**config.mk**
```make
export PLATFORM = sky130hd
export DESIGN_NAME = add_sub_pipe
export DESIGN_NICKNAME = d
export VERILOG_FILES = /design/src/rtl/alu_pkg.sv /design/src/rtl/add_sub_slice.sv /design/src/rtl/add_sub_pipe.sv
export SDC_FILE = /design/constraint.sdc
export NUM_CORES = 1
export LEC_CHECK = 0
export BUFFER_PORTS_ARGS = -buffer_cell sky130_fd_sc_hd__buf_4
export CAP_MARGIN = 20
export CORE_ASPECT_RATIO = 0.6
export CORE_MARGIN = 5
export CORE_UTILIZATION = 49
export CTS_BUF_LIST = sky130_fd_sc_hd__clkbuf_16
export DETAILED_ROUTE_END_ITERATION = 6
export GPL_TIMING_DRIVEN = 1
export PLACE_DENSITY = 0.76
export SKIP_CTS_REPAIR_TIMING = 1
export SYNTH_ARGS = -nofsm -noshare
export SYNTH_HDL_FRONTEND = slang
export SYNTH_HIERARCHICAL = 1
export SYNTH_SLANG_ARGS = --single-unit
```
**constraint.sdc**
```tcl
create_clock -name clk -period 2.4 [get_ports clk]
set_clock_uncertainty 0.1 [all_clocks]
set_input_delay 0.24 -clock clk [delete_from_list [all_inputs] [get_ports clk]]
set_output_delay 0.24 -clock clk [all_outputs]
set_load 0.03 [all_outputs]
```
**src/rtl/alu_pkg.sv**
```systemverilog
// Shared opcode and status-flag constants for the add/sub datapath.
package alu_pkg;
  localparam logic OP_ADD = 1'b0;
  localparam logic OP_SUB = 1'b1;

  localparam int FLG_C = 0;
  localparam int FLG_V = 1;
  localparam int FLG_Z = 2;
  localparam int FLG_N = 3;
  localparam int FLG_W = 4;
endpackage

```
**src/rtl/add_sub_slice.sv**
```systemverilog
// Combinational W-bit adder slice: {cout, s} = a + b + cin.
module add_sub_slice #(
  parameter int W = 8
) (
  input  logic [W-1:0] a,
  input  logic [W-1:0] b,
  input  logic         cin,
  output logic [W-1:0] s,
  output logic         cout
);
  assign {cout, s} = {1'b0, a} + {1'b0, b} + {{W{1'b0}}, cin};
endmodule

```
**src/rtl/add_sub_pipe.sv**
```systemverilog
// Two-stage pipelined add/subtract with valid/ready handshake and C/V/Z/N flags.
// Define ADD_SUB_SAT_EN to clamp overflowing results to the signed max/min.
module add_sub_pipe
  import alu_pkg::*;
#(
  parameter int WIDTH = 16
) (
  input  logic             clk,
  input  logic             rst,
  input  logic             in_valid,
  output logic             in_ready,
  input  logic [WIDTH-1:0] in0,
  input  logic [WIDTH-1:0] in1,
  input  logic             sel,
  output logic             out_valid,
  input  logic             out_ready,
  output logic [WIDTH-1:0] sum,
  output logic             cout,
  output logic             ovf,
  output logic             zero,
  output logic             neg
);
  localparam int LO_W = WIDTH / 2;
  localparam int HI_W = WIDTH - LO_W;

  // The operation is fully encoded in bp_hi_reg and lo_carry_reg, so stage 2 needs no opcode.
  logic             s1_valid_reg;
  logic [HI_W-1:0]  a_hi_reg;
  logic [HI_W-1:0]  bp_hi_reg;
  logic [LO_W-1:0]  lo_sum_reg;
  logic             lo_carry_reg;

  logic             s2_valid_reg;
  logic [WIDTH-1:0] sum_reg;
  logic [FLG_W-1:0] flags_reg;

  logic             s2_adv;
  logic             s1_adv;
  logic             accept;
  logic             cin;
  logic [WIDTH-1:0] bp;
  logic [LO_W-1:0]  lo_sum_next;
  logic             lo_carry_next;
  logic [HI_W-1:0]  hi_sum;
  logic             hi_carry;
  logic [WIDTH-1:0] raw_sum;
  logic             ovf_next;
  logic [WIDTH-1:0] sum_next;
  logic [FLG_W-1:0] flags_next;

  assign s2_adv   = !s2_valid_reg || out_ready;
  assign s1_adv   = s2_adv || !s1_valid_reg;
  assign in_ready = !rst && s1_adv;
  assign accept   = in_valid && in_ready;

  assign cin = (sel == OP_SUB);
  assign bp  = cin ? ~in1 : in1;

  add_sub_slice #(.W(LO_W)) u_lo (
    .a    (in0[LO_W-1:0]),
    .b    (bp[LO_W-1:0]),
    .cin  (cin),
    .s    (lo_sum_next),
    .cout (lo_carry_next)
  );

  add_sub_slice #(.W(HI_W)) u_hi (
    .a    (a_hi_reg),
    .b    (bp_hi_reg),
    .cin  (lo_carry_reg),
    .s    (hi_sum),
    .cout (hi_carry)
  );

  assign raw_sum  = {hi_sum, lo_sum_reg};
  assign ovf_next = (a_hi_reg[HI_W-1] == bp_hi_reg[HI_W-1]) &&
                    (raw_sum[WIDTH-1] != a_hi_reg[HI_W-1]);

  always_comb begin
    sum_next = raw_sum;
`ifdef ADD_SUB_SAT_EN
    // Overflow direction follows the sign of A: positive overflow -> max, negative -> min.
    if (ovf_next) begin
      sum_next = a_hi_reg[HI_W-1] ? {1'b1, {(WIDTH-1){1'b0}}} : {1'b0, {(WIDTH-1){1'b1}}};
    end
`endif
    flags_next        = '0;
    flags_next[FLG_C] = hi_carry;
    flags_next[FLG_V] = ovf_next;
    flags_next[FLG_Z] = (sum_next == '0);
    flags_next[FLG_N] = sum_next[WIDTH-1];
  end

  always_ff @(posedge clk) begin
    if (rst) begin
      s1_valid_reg <= 1'b0;
      a_hi_reg     <= '0;
      bp_hi_reg    <= '0;
      lo_sum_reg   <= '0;
      lo_carry_reg <= 1'b0;
      s2_valid_reg <= 1'b0;
      sum_reg      <= '0;
      flags_reg    <= '0;
    end else begin
      if (s1_adv) begin
        s1_valid_reg <= accept;
      end
      if (accept) begin
        a_hi_reg     <= in0[WIDTH-1:LO_W];
        bp_hi_reg    <= bp[WIDTH-1:LO_W];
        lo_sum_reg   <= lo_sum_next;
        lo_carry_reg <= lo_carry_next;
      end
      if (s2_adv) begin
        s2_valid_reg <= s1_valid_reg;
      end
      if (s2_adv && s1_valid_reg) begin
        sum_reg   <= sum_next;
        flags_reg <= flags_next;
      end
    end
  end

  assign out_valid = s2_valid_reg;
  assign sum       = sum_reg;
  assign cout      = flags_reg[FLG_C];
  assign ovf       = flags_reg[FLG_V];
  assign zero      = flags_reg[FLG_Z];
  assign neg       = flags_reg[FLG_N];
endmodule

```
==> results.yml <==
placement:
  hpwlAfterDp_um: 4581
  dpl.cell_count: 397
  io_buffers: 58
  place.gp.congestion: 0.8602
cells_and_area:
  largest_register_ffs: 16
  insertedDiodeCount: 0
  syn_to_final_growth_pct: 24.32
  fin_cells: 405
  fill_cells: 422
  nNetsFinal: 393
  drive_gt1_frac: 0.2920
yosys:
  synth_nets: 340
  ys_warn_count: 6
  synth-seq-cells: 46
  synth_seq_area_share: 0.3449
  syn_avg_cell_area_um2: 9.369
  synth-edff-count: 0
  synthFlopType: "dfxtp_1"
  async_flop_share: 0
  synth.distinct_cells: 40
  synth_area_um2: 2670
  syn_inst: 285
pwr:
  p_int_mw: 1.621
  p_clk_frac: 0.345
  pwr-share-seq: 0.389
  p_leak_nw: 1.488
  net-switching-power_mw: 0.6617
  combPwrFrac: 0.266
  p_per_area_nw_per_um2: 687.7
  ir_drop_v: 0.0002909
  p_sw_frac: 0.2898
cts:
  cts_buffer_depth: 2
  numCtsBuffers: 5
  cts.sinks: 46
  cts.clk_slew.worst_paths_ns: 0.06
  cts_tree: "built"
  clk_latency_ns: 0.28
  htree_levels: 2
  cts-root-buf: "clkbuf_16"
route:
  dr.pass1.iters: 4
  drt_iter0_drc: 122
  via_count: 2186
  vias_per_cell: 5.398
  route.antenna.remaining_nets: 0
  route.detailed.drc: 0
  drt-total-wl_um: 5996
  wl_per_cell_um: 14.80
critical_path:
  start_kind: "flip-flop"
  reg2reg_depth: 8
  cp-end-kind: "flip-flop"
  critPathLaunch: "bp_hi_reg[4]"
  cp_max_fo: 6
  path_class: "flip-flop to flip-flop"
  critical_path_required_ns: 2.50
  r2r_start: "bp_hi_reg[4]"
  arrival_ns: 2.39
die:
  die_x_um: 105.3
  coreArea_um2: 5180
  start_util: 0.5155
  row_count: 20
  num_io_pins: 59
  design.die.area_um2: 7074
  fp.dieH_um: 67.18
sta:
  fin_tns_setup_ns: 0
  relSlewSlack: 0.5270
  worst_pin_slew_ns: 0.7096
  hold_violations: 0
  slew_violations: 0
  fin_crit_sh: 0.9542
  rsz0062_at_grt: "false"
  min_period_ns: 2.290
  setup_violations: 0
  fmax_ghz: 0.4367
global_routing:
  grt_usage: 0.1780
  overflow: 0
  antenna_found_initial: 0
  grt_pass1_wl_um: 9963
  grt_pass1_vias: 1997
  grt_max_degree: 40
job:
  maxCapViolations: 0
worst_hold_path:
  min-delay-start: "in0[13]"
  min_path_type: "input pin to flip-flop"
  holdPathStages: 2
outcome:
  outcome: "completed"
path summary, 6_finish.rpt:
| check | slack (ns) | end |
|---|---|---|
| setup / recovery | 0.11 | flags_reg[1] |
| setup reg to reg | 0.11 | flags_reg[1] |
| hold reg to reg | 0.37 | bp_hi_reg[2] |
| hold / removal | 0.08 | a_hi_reg[5] |
cell families after synthesis:
kind of cell / share of synthesized area
flip-flops: 0.3449
AO/OA/AOI/OAI: 0.1532
adder cells (fa/ha/maj): 0.09560
XOR/XNOR: 0.07872
buffers and inverters: 0.04545
AND/OR/NAND/NOR: 0.1598
multiplexers: 0.1223
power by group through the flow:
stage / combinational (mW) / sequential, mW / clock [mW]
final: 0.608 / 0.888 / 0.787
after global routing: 0.668 / 0.898 / 0.837
after CTS: 0.600 / 0.886 / 0.804
after detailed placement: 0.596 / 0.903 / 0
after global placement: 0.582 / 0.899 / 0
after floorplan: 0.397 / 0.924 / 0
final cells by class:
class | count | area, um2 | share of cell area
inverters | 9 | 33.78 | 0.01018
clock inverters | 3 | 43.79 | 0.01319
repair buffers | 62 | 465.4 | 0.1402
flip-flops and latches | 46 | 920.9 | 0.2774
clock buffers | 5 | 125.1 | 0.03769
well taps | 66 | 82.58 | 0.02488
multi-input cells | 214 | 1648 | 0.4964
worst max-delay path, stage by stage, from the launching register on:
cell      delay (ns)
dfxtp_1         0.39
ha_1            0.32
a21o_1          0.22
a21o_1          0.19
a221oi_1        0.27
nand2_1         0.18
and3b_1         0.24
a21oi_1         0.04
a311oi_1        0.25
per-stage QoR:
step | total power, mW | util | setup slack [ns] | instance area [um2] | hold slack (ns)
detailed placement | 1.499 | 0.6056 | 0.07422 | 3137 | 0.3619
CTS | 2.290 | 0.6382 | 0.07765 | 3306 | 0.06924
floorplan | 1.321 | - | 0.03617 | 2680 | 0.2695
global route | 2.403 | 0.6408 | 0.009128 | 3319 | 0.07094
finish | 2.283 | 0.6408 | 0.1099 | 3319 | 0.07666
global placement | 1.481 | 0.6056 | 0.1359 | 3137 | 0.3554
cells in the mapped netlist, types with 5 or more instances:
cell | n | share of area
a21oi_1 | 31 | 0.058
clkbuf_1 | 6 | 0.0084
dfxtp_1 | 46 | 0.34
ha_1 | 14 | 0.066
inv_1 | 6 | 0.0084
mux2_2 | 5 | 0.021
mux2_4 | 12 | 0.067
mux2i_1 | 9 | 0.034
nand2_1 | 13 | 0.018
nand3_1 | 22 | 0.041
nor2b_1 | 21 | 0.049
nor4_1 | 5 | 0.012
o21ai_0 | 19 | 0.036
xnor2_1 | 12 | 0.039
xor2_1 | 12 | 0.039
cells in the final DEF, fill, tap and decap left out, types with 4 or more instances in the layout:
cell type,count
buf_4,62
dfxtp_1,46
a21oi_1,29
nand3_1,22
nor2b_1,21
o21ai_0,19
ha_1,14
nand2_1,13
xor2_1,12
mux2_4,12
xnor2_1,12
mux2i_1,9
inv_1,6
mux2_2,5
clkbuf_16,5
nor4_1,4
nor3_1,4
nor2_1,4
a21o_1,4
a311o_1,4
per-layer routing:
layer  global-route usage  vias up  wire (um)
met5                    0        -          0
met4              0.02946        0         38
met3              0.06208        5        556
met2               0.2349       89       2181
met1               0.2747      975       3220
li1                     -     1117          -
(Power assumes the default switching activity.)
